**src/rtl/segment_pkg.sv**
```systemverilog
// Shared constants and FSM state type for the 7-segment scan controller.
package segment_pkg;

    localparam logic [6:0] SEG_BLANK        = 7'h00;
    localparam logic [3:0] DIGIT_BLANK      = 4'hF;
    localparam logic [3:0] MAX_DISPLAY_CODE = 4'd9;

    typedef enum logic [1:0] {
        IDLE,
        BLANK,
        SHOW
    } scan_state_e;

endpackage

```
**src/rtl/segment_scan_ctrl_logic.sv**
```systemverilog
// BCD-to-7-segment decoder, gfedcba active-high; codes above 9 decode dark.
module SegmentLogic
    import segment_pkg::*;
(
    input  logic [3:0] din,
    output logic [6:0] dout
);

    always_comb begin
        dout = SEG_BLANK;
        case (din)
            4'd0: dout = 7'h3F;
            4'd1: dout = 7'h06;
            4'd2: dout = 7'h5B;
            4'd3: dout = 7'h4F;
            4'd4: dout = 7'h66;
            4'd5: dout = 7'h6D;
            4'd6: dout = 7'h7D;
            4'd7: dout = 7'h07;
            4'd8: dout = 7'h7F;
            4'd9: dout = 7'h6F;
            default: dout = SEG_BLANK;
        endcase
    end

endmodule

```
**src/rtl/segment_scan_ctrl.sv**
```systemverilog
// Time-multiplexed 7-segment scan controller: digit store, one-hot digit walk
// with a dark guard at the start of every slot, and one shared decoder.
module segment_scan_ctrl
    import segment_pkg::*;
#(
    parameter int NUM_DIGITS   = 4,
    parameter int REFRESH_DIV  = 1000,
    parameter int BLANK_CYCLES = 8
) (
    input  logic                          clk,
    input  logic                          rst,
    input  logic                          enable,
    input  logic                          wr_en,
    input  logic [$clog2(NUM_DIGITS)-1:0] wr_addr,
    input  logic [3:0]                    wr_data,
    output logic [6:0]                    seg_code,
    output logic [NUM_DIGITS-1:0]         digit_en,
    output logic                          frame_tick
);

    localparam int AW = $clog2(NUM_DIGITS);
    localparam int CW = $clog2(REFRESH_DIV);

    scan_state_e           state_q, state_d;
    logic [CW-1:0]         cnt_q, cnt_d;
    logic [AW-1:0]         idx_q, idx_d;
    logic [3:0]            store_q [NUM_DIGITS];
    logic [6:0]            segCode_q, segCode_d;
    logic [NUM_DIGITS-1:0] digitEn_q, digitEn_d;
    logic                  frameTick_q, frameTick_d;
    logic [3:0]            curCode;
    logic [6:0]            decoded;

    assign curCode = store_q[idx_q];

    SegmentLogic u_segment_logic (
        .din  (curCode),
        .dout (decoded)
    );

    // Out-of-range addresses can only occur when NUM_DIGITS is not a power of two.
    always_ff @(posedge clk or posedge rst) begin
        if (rst) begin
            for (int i = 0; i < NUM_DIGITS; i++) begin
                store_q[i] <= DIGIT_BLANK;
            end
        end else if (wr_en && (int'(wr_addr) < NUM_DIGITS)) begin
            store_q[wr_addr] <= wr_data;
        end
    end

    always_ff @(posedge clk or posedge rst) begin
        if (rst) begin
            state_q     <= IDLE;
            cnt_q       <= '0;
            idx_q       <= '0;
            segCode_q   <= SEG_BLANK;
            digitEn_q   <= '0;
            frameTick_q <= 1'b0;
        end else begin
            state_q     <= state_d;
            cnt_q       <= cnt_d;
            idx_q       <= idx_d;
            segCode_q   <= segCode_d;
            digitEn_q   <= digitEn_d;
            frameTick_q <= frameTick_d;
        end
    end

    // Output next-values come from the current state, so the pins lag the FSM
    // by one cycle; dropping enable darkens them on the very next edge.
    always_comb begin
        state_d     = state_q;
        cnt_d       = cnt_q;
        idx_d       = idx_q;
        segCode_d   = SEG_BLANK;
        digitEn_d   = '0;
        frameTick_d = 1'b0;

        if (!enable) begin
            state_d = IDLE;
            cnt_d   = '0;
            idx_d   = '0;
        end else begin
            case (state_q)
                IDLE: begin
                    state_d = BLANK;
                    cnt_d   = '0;
                    idx_d   = '0;
                end
                BLANK: begin
                    cnt_d = cnt_q + CW'(1);
                    if (cnt_q == CW'(BLANK_CYCLES - 1)) begin
                        state_d = SHOW;
                    end
                end
                SHOW: begin
                    digitEn_d = NUM_DIGITS'(1) << idx_q;
                    segCode_d = (curCode <= MAX_DISPLAY_CODE) ? decoded : SEG_BLANK;
                    if (cnt_q == CW'(REFRESH_DIV - 1)) begin
                        cnt_d   = '0;
                        state_d = BLANK;
                        if (idx_q == AW'(NUM_DIGITS - 1)) begin
                            idx_d       = '0;
                            frameTick_d = 1'b1;
                        end else begin
                            idx_d = idx_q + AW'(1);
                        end
                    end else begin
                        cnt_d = cnt_q + CW'(1);
                    end
                end
                default: begin
                    state_d = IDLE;
                    cnt_d   = '0;
                    idx_d   = '0;
                end
            endcase
        end
    end

    assign seg_code   = segCode_q;
    assign digit_en   = digitEn_q;
    assign frame_tick = frameTick_q;

endmodule

```
**config.mk**
```make
export PLATFORM = sky130hd
export DESIGN_NAME = segment_scan_ctrl
export DESIGN_NICKNAME = d
export VERILOG_FILES = /design/src/rtl/segment_pkg.sv /design/src/rtl/segment_scan_ctrl_logic.sv /design/src/rtl/segment_scan_ctrl.sv
export SDC_FILE = /design/constraint.sdc
export NUM_CORES = 1
export LEC_CHECK = 0
export CELL_PAD_IN_SITES_DETAIL_PLACEMENT = 0
export CELL_PAD_IN_SITES_GLOBAL_PLACEMENT = 1
export CORE_ASPECT_RATIO = 0.8
export CORE_UTILIZATION = 49
export DETAILED_ROUTE_END_ITERATION = 6
export HOLD_SLACK_MARGIN = 0.05
export PLACE_DENSITY_LB_ADDON = 0.1
export REMOVE_ABC_BUFFERS = 1
export SLEW_MARGIN = 25
export SYNTH_ARGS = -nofsm -noshare
export SYNTH_HDL_FRONTEND = slang
export SYNTH_SLANG_ARGS = --single-unit
export TNS_END_PERCENT = 100
```
**constraint.sdc**
```tcl
create_clock -name clk -period 6.89 [get_ports clk]
set_input_delay 0.689 -clock clk [delete_from_list [all_inputs] [get_ports clk]]
set_output_delay 0.689 -clock clk [all_outputs]
set_load 0.02 [all_outputs]
```
# Yosys cells after proc, flatten, opt, wreduce, memory -nomap -nowiden
# Memories as Yosys holds them, arrays and structs flattened.
# Cells that the tools add are included.
word_totals:
  reg_bits: 42
  wordCells: 58
  mem_count: 1
  rom_bits: 112
mem_list:
  columns: ["memory", "depth", "word_bits", "read_ports", "rd_ports_with_merged_regs", "wr", "line", "source"]
  rows:
  - ["(name not given)", 16, 7, 1, 0, 0, "segment_scan_ctrl_logic.sv:11", "case (din)"]
op_classes:
  muxes: 26
  n_bitwise: 2
  addsub: 2
  magnitude_cmp: 4
  shifts: 1
  n_eq_ne: 8
  n_reduce_logical: 4
op_table:
  columns: ["operator", "n"]
  rows:
  - ["7-bit two-way mux", 3]
  - ["10-bit two-way mux", 2]
  - ["4-bit two-way mux", 5]
  - ["10-bit one-hot mux with 2 select lines", 1]
  - ["16-bit bitwise mux", 1]
  - ["2-bit two-way mux", 6]
  - ["10-bit by 1-bit adder with 10-bit output (second input constant)", 1]
  - ["10-bit == test (second input constant)", 1]
  - ["10-bit by 3-bit == test with 1-bit output (second input constant)", 1]
  - ["4-bit binary-select mux with 2-bit select", 1]
  - ["4-bit demux with 2-bit select", 1]
  - ["3-bit >= comparator (second input constant)", 2]
  - ["3-bit != test (second input constant)", 2]
  - ["2-bit inverter with 3-bit output", 2]
  - ["2-bit one-hot mux with 3 select lines", 1]
  - ["2-bit == test (second input constant)", 2]
  - ["4-bit <= comparator (second input constant)", 1]
  - ["1-bit two-way mux", 4]
  - ["2-bit one-hot mux with 2 select lines", 1]
  - ["2-bit AND reduction", 2]
  - ["1-bit by 2-bit left shift with 4-bit output (first input constant)", 1]
  - ["3-bit by 1-bit less-than comparator with 1-bit output (second input constant)", 1]
  - ["2-bit by 1-bit adder with 2-bit output (second input constant)", 1]
  - ["2-bit by 1-bit == test with 1-bit output (second input constant)", 1]
  - ["3 further kinds", 3]

# Longest topological paths before layout
depth:
  depth_word: 8
  mapped_depth: 8
  ltp_nobuf: 7

# Cells and area by module
# From an unflattened synthesis, not the netlist that was laid out.
hier_totals:
  cells_unflattened: 179
  area_unflattened_um2: 2154.6
modules_own_cells:
  columns: ["mod", "seq_area_each_um2", "n_inst", "cells_per_inst", "area_per_inst_um2"]
  rows:
  - ["segment_scan_ctrl", 1071.0, 1, 149, 1936.9]
  - ["SegmentLogic", 0.0, 1, 30, 217.7]

# Least setup slack after synthesis
# No wires, ideal clock.
synth_path:
  kind: "register -> register"
  startpoint: "register idx_q[0]"
  endpoint: "register segCode_q[2] (netlist: seg_code[2])"
  n_path_buf: 1
  setup_ns: 0.095
  arrival_time_ns: 2.131
  slack_ns: 4.664
  period_less_slack_ns: 2.226
  path_stages_with_launch: 9
  cell_sequence: "dfrtp_1 -> buf_6 -> mux4_1 -> inv_1 -> ha_1 -> o21ai_0 -> o22ai_1 -> a21boi_4 -> a211oi_1"
synth_between:
  elab_chain_len: 8
  elab_cells_between_ends: 9
synth_rtl:
  columns: ["element", "line", "source"]
  rows:
  - ["start, declared", "segment_scan_ctrl.sv:26", "logic [AW-1:0] idx_q, idx_d;"]
  - ["start signal, assigned", "segment_scan_ctrl.sv:63", "idx_q <= idx_d;"]
  - ["2-bit inverter with 3-bit output (implied by the code) *", "segment_scan_ctrl.sv:34", "assign curCode = store_q[idx_q];"]
  - ["4-bit binary-select mux with 2-bit select *", "segment_scan_ctrl.sv:34", null]
  - ["4-bit two-way mux (implied by the code) * (2 in a row)", "segment_scan_ctrl.sv:34", null]
  - ["memory read 16 x 7 bit / 4-bit <= comparator (equally long branches)", null, null]
  - ["7-bit two-way mux *", "segment_scan_ctrl.sv:99", "segCode_d = (curCode <= MAX_DISPLAY_CODE) ? decoded : SEG_BLANK;"]
  - ["7-bit two-way mux *", "segment_scan_ctrl.sv:85", "case (state_q)"]
  - ["7-bit two-way mux *", "segment_scan_ctrl.sv:80", "if (!enable) begin"]
  - ["named net segCode_d[2]", "segment_scan_ctrl.sv:28", "logic [6:0] segCode_q, segCode_d;"]
  - ["end signal, assigned", "segment_scan_ctrl.sv:64", "segCode_q <= segCode_d;"]
  - ["end, declared", "segment_scan_ctrl.sv:28", null]
# Mark *: on every way through the listed nets, which the timed path passes. The rest lies on a longest branch. The select of a mux whose other input is x is not followed.
# A chain may end at the register's enable or synchronous reset.

# Worst setup path after layout
# Same ends and word-level chain as after synthesis.

==> results_dict.tcl <==
set metrics [dict create \
    yosys_warnings 0 \
    placed_cell_area_um2 2407 \
    setup_tns_ns 0 \
    worstSetupEndpointType "flip-flop" \
    synth_area_um2 2138 \
    synth-async-reset-ratio_pct 100.0 \
    die_w_um 75.86 \
    clk_latency_ns 0.28 \
    drtIter0Drc 57 \
    tightest_slew_ns 0.6819 \
    status "finished clean" \
    ctsResizeCount 0 \
    p_clk_share_pct 27.9 \
    p_int_uw 392.8 \
    globalplace.congestion 0.8320 \
    fin_crit_sh_pct 37.15 \
    setup_violations 0 \
    max_slew_margin_pct 54.44 \
    ios 22 \
    grt_use_total_pct 17.66 \
    path_buf_inv 1 \
    cts_tree "done" \
    cp_max_fo 11 \
    start_util_pct 51.18 \
    crit_chain "mux4_1, inv_1, ha_1, o21ai_0, o22ai_1, a21boi_4, a211oi_1" \
    drt_first_pass_iters 4 \
    drv_cap 0 \
    io_buffers 21 \
    max_freq_ghz 0.3907 \
    wirelength_mm 3.560 \
    syn_avg_cell_area_um2 12.36 \
    hold_buffers 0 \
    clock_skew_ns 0.006948 \
    die_h_um 61.09 \
    cts_sinks 42 \
    cts_setup_buffers 0 \
    grt_pass1_vias 1304 \
    comb_power_share_pct 17.0 \
    drv_slew 0 \
    critPathTopFamily "compound AO/OA/AOI/OAI gates" \
    synth_edf_count 0 \
    synth-seq-cells 42 \
    fin_area_um2 2490 \
    antenna_found_initial 0 \
    crit_arrival_ns 2.75 \
    worst_slack_ns 4.331 \
    slowest_stage "mux4_1" \
    ys.flop_type "dfrtp_1" \
    ant_nets 0 \
    power_uw 529.8 \
    p_per_area_nw_per_um2 212.8 \
    rows 21 \
    core_area_um2 4178 \
    syn_inst 173 \
    final_nets 223 \
    cts_buffers 5 \
    leakage_nw 1.081 \
    cts-htree-levels 2 \
    min_period_ns 2.559 \
    worstSetupPathType "flip-flop to flip-flop" \
    viasPerCell 5.265 \
    clockRootBuffer "clkbuf_8" \
    route.detailed.drc 0 \
    hold_path_class "flip-flop to flip-flop" \
    startpoint_type "flip-flop" \
    ys_seq_area_share_pct 50.09 \
    switchingPower_uw 137.0 \
    num_vias 1353 \
    wl_per_cell_um 13.85 \
    nFillCells 357 \
    crit_required_ns 7.08 \
    hold_violations 0 \
    grt_max_degree 43 \
    rsz0062_at_grt "no" \
    drive_gt1_share_pct 24.00 \
    vdd_ir_drop_max_uv 168.6 \
    clockBufferDepth 2 \
    overflow 0 \
    dp_hpwl_mm 2.617 \
    critPathMaxStageDelay_ns 0.69 \
    die-area_um2 4634 \
    post-place-ws_ns 4.370 \
    syn2layout_area_growth_pct 16.44 \
    grt_pass1_wl_mm 6.051 \
    swShare_pct 25.85 \
    cts.clk_slew.worst_paths_ns 0.08 \
    n_antenna_cell 0 \
    synth.distinct_cells 40 \
    p_seq_share_pct 55.1 \
]
[cells in the final DEF (no fill, tap or decap), drive strengths merged, types with 4 or more instances in the layout]
master / count
dfrtp: 26
clkdlybuf4s50: 21
mux2: 18
nor2: 16
dfstp: 16
ha: 14
inv: 11
nor3: 7
and3: 7
nand3: 6
clkbuf: 6
xor2: 5
o21ai: 5
a21oi: 4
mux4: 4
[stage by stage]
step	std cells	hold slack (ns)	utilization [%]
after global placement	249	0.4654	57.62
after CTS	257	0.4890	59.60
after detailed placement	249	0.4777	57.62
after global routing	257	0.5158	59.60
after floorplan	170	0.4476	-
final	257	0.4888	59.60
[area by class of cell]
type	instances	area (um2)	area share, %
multi-input combinational	117	1006	40.40
inverter	11	41.29	1.658
clock inverter	2	10.01	0.4020
tap	57	71.32	2.864
clock buffer	6	72.57	2.915
timing repair buffer	22	217.7	8.744
sequential	42	1071	43.02
[per-layer routing]
layer  wire length (um)  track usage (%)
met5                  0                0
met1               1807            25.16
met2               1643            27.18
met3                 88            4.419
met4                 20            4.497
[sequential cells by signal, summed over array words and instances, names as in the netlist]
name and cells:
idx_q 2, store_q 16, frame_tick 1, seg_code 7
cnt_q 10, state_q 2, digit_en 4
[power groups by stage]
stage | registers, mW | logic (mW) | clock network (mW)
final | 0.292 | 0.0901 | 0.148
after global routing | 0.295 | 0.0998 | 0.165
after CTS | 0.292 | 0.0905 | 0.155
after detailed placement | 0.296 | 0.0897 | 0
after global placement | 0.295 | 0.0865 | 0
after floorplan | 0.289 | 0.0687 | 0
[synthesized netlist by cell type, types with 2 or more instances]
master | number | share of area [%]
nand2_1 | 3 | 0.53
mux4_1 | 3 | 3.7
and4_1 | 2 | 0.82
a21oi_1 | 4 | 0.94
and2_1 | 2 | 0.59
dfstp_2 | 16 | 20
nor2_1 | 16 | 2.8
mux2i_1 | 3 | 1.4
nand3b_1 | 2 | 0.70
o21ai_0 | 4 | 0.94
xor2_1 | 5 | 2.0
inv_1 | 11 | 1.9
mux2_2 | 18 | 9.5
ha_1 | 14 | 8.2
and3_1 | 7 | 2.0
nor3_1 | 7 | 1.6
xnor2_1 | 3 | 1.2
nand3_1 | 6 | 1.4
dfrtp_1 | 26 | 30
[worst paths after layout]
path,slack (ns),start,cells past startpoint,to
setup / recovery,4.33,idx_q[0],7,seg_code[2]
setup reg to reg,4.33,idx_q[0],7,seg_code[2]
min in group asynchronous,0.83,rst,3,cnt_q[0]
hold / removal,0.49,cnt_q[0],1,cnt_q[0]
hold reg to reg,0.49,cnt_q[0],1,cnt_q[0]
max in group asynchronous,5.70,rst,3,store_q[0]
[kinds of logic (layout without fill, tap and decap cells)]
logic type	after synthesis	count (layout)	share of synthesized area [%]
AOI/OAI and AO/OA	20	20	7.549
xor gates and xnor gates	8	8	3.277
muxes	25	25	15.62
DFF	42	42	50.09
and+or+nand+nor	50	50	12.41
buffers and inverters	14	41	2.867
adders and majority gates	14	14	8.192
Power figures use the tool's default switching activity.
